`config.mk`:
```
export PLATFORM = sky130hd
export DESIGN_NAME = clk_div_multi
export DESIGN_NICKNAME = d
export VERILOG_FILES = /design/src/rtl/clk_div_pkg.sv /design/src/rtl/clk_div_chan.sv /design/src/rtl/clk_div_multi.sv
export SDC_FILE = /design/constraint.sdc
export NUM_CORES = 1
export LEC_CHECK = 0
export CAP_MARGIN = 20
export CORE_UTILIZATION = 58
export CTS_BUF_LIST = sky130_fd_sc_hd__clkbuf_8
export CTS_CLUSTER_DIAMETER = 100
export DETAILED_ROUTE_END_ITERATION = 12
export PLACE_DENSITY = 0.76
export SYNTH_ARGS = -nofsm -noshare
export SYNTH_HDL_FRONTEND = slang
export SYNTH_SLANG_ARGS = --single-unit
```
`constraint.sdc`:
```
create_clock -name clk -period 3.5 [get_ports clk]
set_clock_uncertainty 0.05 [all_clocks]
set_input_delay 0.875 -clock clk [delete_from_list [all_inputs] [get_ports clk]]
set_output_delay 0.875 -clock clk [all_outputs]
set_load 0.01 [all_outputs]
```
`src/rtl/clk_div_pkg.sv`:
```
// rtl/clk_div_pkg.sv - shared counter width, board divisor constants and divisor type for clk_div_multi
package clk_div_pkg;

  localparam int CNT_W_DEF = 32;

  // Half-period is DIV+1 cycles of the 50 MHz system clock.
  localparam int DIV_DOT_MATRIX = 2500;
  localparam int DIV_SEG_SCAN   = 24_999;      // 1 kHz
  localparam int DIV_DEBOUNCE   = 249_999;     // 100 Hz
  localparam int DIV_1HZ        = 24_999_999;

  typedef logic [CNT_W_DEF-1:0] div_t;

endpackage

```
`src/rtl/clk_div_chan.sv`:
```
// rtl/clk_div_chan.sv - one divider channel with shadowed divisor applied at period boundaries
module clk_div_chan
  import clk_div_pkg::*;
#(
  parameter int CNT_W       = CNT_W_DEF,
  parameter int DEFAULT_DIV = DIV_DOT_MATRIX
) (
  input  logic             clk,
  input  logic             rst,
  input  logic             en,
  input  logic             sync,
  input  logic             wr,
  input  logic [CNT_W-1:0] wr_div,
  output logic             clk_out,
  output logic             tick,
  output logic             pend
);

  logic [CNT_W-1:0] cnt;
  logic [CNT_W-1:0] div_act;
  logic [CNT_W-1:0] div_shd;
  logic             wrap;
  logic             restart;
  logic             apply;

  always_comb begin
    wrap    = en && (cnt == div_act);
    restart = en && sync;
    apply   = pend && (!en || restart || wrap);
  end

  always_ff @(posedge clk) begin
    if (rst) begin
      cnt     <= '0;
      clk_out <= 1'b0;
      tick    <= 1'b0;
      pend    <= 1'b0;
      div_act <= CNT_W'(DEFAULT_DIV);
      div_shd <= CNT_W'(DEFAULT_DIV);
    end else begin
      if (!en || restart) begin
        cnt     <= '0;
        clk_out <= 1'b0;
        tick    <= 1'b0;
      end else if (wrap) begin
        cnt     <= '0;
        clk_out <= ~clk_out;
        tick    <= 1'b1;
      end else begin
        cnt  <= cnt + CNT_W'(1);
        tick <= 1'b0;
      end
      // A write on the applying edge consumes the old shadow and re-arms pend.
      if (apply) begin
        div_act <= div_shd;
        pend    <= 1'b0;
      end
      if (wr) begin
        div_shd <= wr_div;
        pend    <= 1'b1;
      end
    end
  end

endmodule

```
`src/rtl/clk_div_multi.sv`:
```
// rtl/clk_div_multi.sv - NUM_CH reprogrammable clock dividers; CLK_DIV_SYNC_EN adds a phase-align sync input
module clk_div_multi
  import clk_div_pkg::*;
#(
  parameter int  NUM_CH      = 4,
  parameter int  CNT_W       = CNT_W_DEF,
  parameter int  DEFAULT_DIV = DIV_DOT_MATRIX,
  localparam int CH_W        = (NUM_CH > 1) ? $clog2(NUM_CH) : 1
) (
  input  logic              clk,
  input  logic              rst,
  input  logic [NUM_CH-1:0] en,
  input  logic              wr_en,
  input  logic [CH_W-1:0]   wr_ch,
  input  logic [CNT_W-1:0]  wr_div,
`ifdef CLK_DIV_SYNC_EN
  input  logic              sync,
`endif
  output logic [NUM_CH-1:0] clk_out,
  output logic [NUM_CH-1:0] tick,
  output logic [NUM_CH-1:0] pend
);

  logic sync_all;

`ifdef CLK_DIV_SYNC_EN
  assign sync_all = sync;
`else
  assign sync_all = 1'b0;
`endif

  // Channel indices >= NUM_CH match no decoder, so such writes fall away.
  for (genvar i = 0; i < NUM_CH; i++) begin : g_ch
    clk_div_chan #(
      .CNT_W      (CNT_W),
      .DEFAULT_DIV(DEFAULT_DIV)
    ) u_chan (
      .clk    (clk),
      .rst    (rst),
      .en     (en[i]),
      .sync   (sync_all),
      .wr     (wr_en && (wr_ch == CH_W'(i))),
      .wr_div (wr_div),
      .clk_out(clk_out[i]),
      .tick   (tick[i]),
      .pend   (pend[i])
    );
  end

endmodule

```
=== After elaboration in Yosys (flattened, before gate mapping) ===
Cells that the tools add are included.

* Add/subtract/negate cells: 4
* Eq/ne operators: 7
* Muxes and demuxes: 12
* Bitwise logic cells: 8
* Reductions and logical operators: 33

{| class="wikitable"
|+ Operator list
! cell !! number
|-
| 32-bit by 1-bit adder with 32-bit output (second input constant) || 4
|-
| 32-bit == test || 4
|-
| 1-bit logical AND || 12
|-
| 1-bit 2-to-1 mux || 12
|-
| 3-bit OR reduction || 4
|-
| 1-bit NOT || 8
|-
| 2-bit nonzero test || 4
|-
| 2-bit OR reduction || 4
|-
| 2-bit == test (second input constant) || 2
|-
| 1-bit logical NOT || 4
|-
| 1-bit logical OR || 4
|-
| 2-bit by 1-bit == test with 1-bit output (second input constant) || 1
|-
| 2-bit logical NOT || 1
|}

* Register bits: 396
* Bits of input ports: 41
* Output and inout port bits: 12
* Logic and storage cells: 88

=== Longest topological paths before layout ===
* Word-level depth: 6
* Gate-level depth with buffers: 9
* Depth with buffers taken out: 6

=== Hierarchy ===
Synthesis repeated with hierarchy kept, for this count alone.

* Cells, all modules: 2333
* Area total of the unflattened synthesis: 19740.2 um^2

{| class="wikitable"
|+ Modules (own cells, without submodules)
! module !! times used !! cells each !! area an instance (um^2) !! sequential area each (um^2)
|-
| clk_div_chan || 4 || 582 || 4924.7 || 1981.9
|-
| clk_div_multi || 1 || 5 || 41.3 || 0.0
|}

=== Worst setup path before layout ===
OpenSTA, ideal clock, no wires.

* Kind: in2reg
* Start point: input port rst
* End point: register g_ch[3].u_chan.pend
* Library setup time: 0.133 ns
* Arrival time: 2.200 ns
* Required time: 3.317 ns
* Setup slack: 1.117 ns
* Cell stages on the path: 6
* Path buffers: 5
* Cell sequence: buf_2 clkbuf_1 clkbuf_1 clkbuf_1 buf_1 a21oi_1

{| class="wikitable"
|+ RTL lines
! what !! RTL line !! RTL
|-
| from (decl) || clk_div_multi.sv:11 || <nowiki>input logic rst,</nowiki>
|-
| to (signal assigned) || clk_div_chan.sv:37 || <nowiki>pend <= 1'b0;</nowiki>
|-
| to (signal assigned) || clk_div_chan.sv:56 || <nowiki>pend <= 1'b0;</nowiki>
|-
| to (signal assigned) || clk_div_chan.sv:60 || <nowiki>pend <= 1'b1;</nowiki>
|-
| to (decl) || clk_div_chan.sv:16 || <nowiki>output logic pend</nowiki>
|}

No word-level cell between the ends.

=== Worst setup path after layout ===
* Start point: register g_ch[2].u_chan.cnt[24]
* End point: register g_ch[2].u_chan.div_act[3]

* Cells in the longest elaborated chain, start to end: 4

{| class="wikitable"
|+ RTL lines
! what !! RTL line !! RTL
|-
| from (decl) || clk_div_chan.sv:19 || <nowiki>logic [CNT_W-1:0] cnt;</nowiki>
|-
| from (signal assigned) || clk_div_chan.sv:50 || <nowiki>cnt <= cnt + CNT_W'(1);</nowiki>
|-
| 32-bit == test || clk_div_chan.sv:27 || <nowiki>wrap = en && (cnt == div_act);</nowiki>
|-
| 1-bit logical AND || clk_div_chan.sv:27 ||
|-
| 1-bit logical OR || clk_div_chan.sv:29 || <nowiki>apply = pend && (!en || restart || wrap);</nowiki>
|-
| 1-bit logical AND || clk_div_chan.sv:29 ||
|-
| to (signal assigned) || clk_div_chan.sv:38 || <nowiki>div_act <= CNT_W'(DEFAULT_DIV);</nowiki>
|-
| to (signal assigned) || clk_div_chan.sv:55 || <nowiki>div_act <= div_shd;</nowiki>
|-
| to (decl) || clk_div_chan.sv:20 || <nowiki>logic [CNT_W-1:0] div_act;</nowiki>
|}

Every way passes these cells.
A chain may end at the register's enable or synchronous reset.

==> results.cfg <==
[outcome]
status = completed

[die]
dieWidth_um = 188
die_h_um = 188
initial_utilization_pct = 59.3
rows = 67
io_pins = 53
core-area_um2 = 33800
dieArea_um2 = 35300

[timing]
setup_viol = 0
grt_setup_unrepaired = no
fin_crit_sh_pct = 76.0
timing_hold_violations_final = 0
final_max_slew_viol_count = 0
slew_headroom_pct = 35.3
min_period_ns = 2.66
tns_ns = 0
fin_ws_ns = 0.840
worstMarginPinSlew_ns = 0.962
fmaxAchievable_ghz = 0.376

[global_route]
grt_pass1_wl_mm = 87.4
grt_max_degree = 93
grt_pass1_vias = 16700
antenna_found_initial = 0
grt_use_total_pct = 30.3
grt_overflow = 0

[yosys]
yosys.area.top_type_share_pct = 39.5
synth-edff-count = 0
ys_top_cells_by_area = dfxtp_1 (40%), xor2_1 (8.6%), nand2_1 (8.0%)
ys_seq_area_share_pct = 39.5
syn-num-nets = 2529
synth.ff_latch_count = 396
synth.yosys.warnings = 0
syn_area_um2 = 20000
synth.distinct_cells = 47
synth-async-reset-ratio_pct = 0
yosysTopAreaCell = dfxtp_1
yosys_most_used_dff = dfxtp_1
synth_area_per_cell_um2 = 8.07
syn-instance-count = 2484

[clock_tree]
h-tree-depth = 3
cts_resized = 0
insertion_delay_ns = 0.62
cts_buffer_depth = 3
clkSlewWorstSetupHoldPaths_ns = 0.06
cts_buffers = 69
postCtsSetupRepairBufs = 0
ctsHoldBuffers = 0
cts_tree = done
cts.sinks = 396
root_buffer = clkbuf_8

[place]
io_buffers = 52
dpl.hpwl_mm = 33.9
gp_congestion = 0.862
dp_cells = 2781
dp_slack_ns = 0.784

[final_layout]
final_layout_size_suffix_gt1_share_pct = 6.77
finalNonFillerCells = 2901
antenna_cells = 0
utilization_pct = 64.5
nets = 2450
final_common_cell = nand2_1
fill_cells = 2829
layout_common_cells = nand2_1 (428), dfxtp_1 (392), xor2_1 (197), nor2_1 (157), a21oi_1 (144)
synthToLayoutAreaGrowth_pct = 8.64

[drt]
route.detailed.drc = 0
avgRoutedWirePerCell_um = 18.7
drtAntennaViolNets = 0
drt-total-wl_mm = 54.4
initialDrtViolationCount = 1680
drtPass1Iterations = 6
via_count = 18300
via_per_inst = 6.32

[critical_path]
critical_path_class = reg -> reg
crit_chain = xor2_1, nor4_1, nand4_1, buf_4, o2111ai_1, o311ai_0
critPathBufInv = 1
crit_slowest_cell = nand4_1
path_max_fanout = 15
worstPathArrival_ns = 3.05
critPathCaptureType = register
crit_required_ns = 3.89
cpPeakStageDelay_ns = 0.60
cpLargestDelayFamily = simple AND/OR/NAND/NOR gates
start_kind = register

[pwr]
p_seq_share_pct = 49.8
pwr-share-comb_pct = 6.6
p_leak_nw = 7.71
power_switching_mw = 2.47
internal_power_mw = 6.84
p_per_area_nw_per_um2 = 427
swShare_pct = 26.5
peakVddDrop_mv = 0.305
pwr-share-clk_pct = 43.6

[run]
maxCapViolCount = 0

[worst_hold_path]
hp-class = reg -> reg
## through the flow
stage,hold WS [ns],instance area [µm²],total power [mW]
6_report,0.406,21800,9.31
5_1_grt,0.431,21800,9.61
4_1_cts,0.412,21800,9.35
3_5_place_dp,0.398,20500,5.33
3_3_place_gp,0.394,20500,5.32
2_1_floorplan,0.382,20000,5.10
## cells by family (layout without fill, tap and decap cells)
logic type	after synthesis	after routing	share of synthesized area (%)
AOI/OAI and AO/OA	456	456	15.5
adders and majority gates	4	4	0.250
xor gates and xnor gates	239	239	10.4
DFF	396	396	39.5
buffers and inverters	255	224	5.31
and+or+nand+nor	1134	1134	29.0
## registers in the layout, summed over array words and instances, names as in the netlist
register	cells
g_ch.u_chan.cnt	128
g_ch.u_chan.div_act	128
g_ch.u_chan.div_shd	128
g_ch.u_chan.clk_out	4
g_ch.u_chan.pend	4
g_ch.u_chan.tick	4
## synthesized netlist by cell type, types with 26 or more instances
cell type / n
nand2_1: 428
nor2_1: 158
xnor2_1: 42
or3_1: 31
a21oi_1: 144
and4_1: 26
nand3_1: 121
nor3b_1: 109
a31oi_1: 108
xor2_1: 197
o311ai_0: 34
dfxtp_1: 396
buf_2: 33
nor3_1: 34
or4_1: 56
nand4_1: 46
nor4_1: 57
o2111ai_1: 108
clkbuf_1: 186
## worst min-delay path: cells and delay by family (launching register included)
kind	cells	cell delay, ns
flops	1	0.31
simple gates	2	0.11
## worst paths after layout
kind                                                               end  cells past startpoint  slack [ns]                                   start
worst max-delay path            g_ch[2].u_chan.div_act[3]$_SDFFE_PP0P_                      6        0.84       g_ch[2].u_chan.cnt[24]$_SDFF_PP0_
worst min-delay path            g_ch[2].u_chan.div_shd[2]$_SDFFE_PP1P_                      2        0.41  g_ch[2].u_chan.div_shd[2]$_SDFFE_PP1P_
worst max register to register  g_ch[2].u_chan.div_act[3]$_SDFFE_PP0P_                      6        0.84       g_ch[2].u_chan.cnt[24]$_SDFF_PP0_
worst min register to register  g_ch[2].u_chan.div_shd[2]$_SDFFE_PP1P_                      2        0.41  g_ch[2].u_chan.div_shd[2]$_SDFFE_PP1P_
## per-layer routing
layer	up-vias	routed length (µm)	GRT usage (%)
met5	-	0	0
met1	8729	23300	40.3
met3	117	4010	6.06
li1	8833	-	-
met4	0	1640	11.1
met2	651	25400	48.5
## power by group through the flow
stage | Sequential [mW] | Clock, mW | Combinational (mW)
floorplan | 4.72 | 0 | 0.386
global placement | 4.73 | 0 | 0.582
detailed placement | 4.74 | 0 | 0.595
CTS | 4.64 | 4.11 | 0.597
global route | 4.64 | 4.31 | 0.656
finish | 4.64 | 4.06 | 0.614
## cell type report
type | count | area [µm²] | area share (%)
clock inverter | 38 | 176 | 0.810
multi-input combinational | 1833 | 11100 | 50.8
clock buffer | 81 | 1110 | 5.12
sequential | 396 | 7930 | 36.4
inverter | 8 | 32.5 | 0.149
tap | 448 | 561 | 2.57
timing repair buffer | 97 | 893 | 4.10
Note: power is estimated with default switching activity, not from simulation.
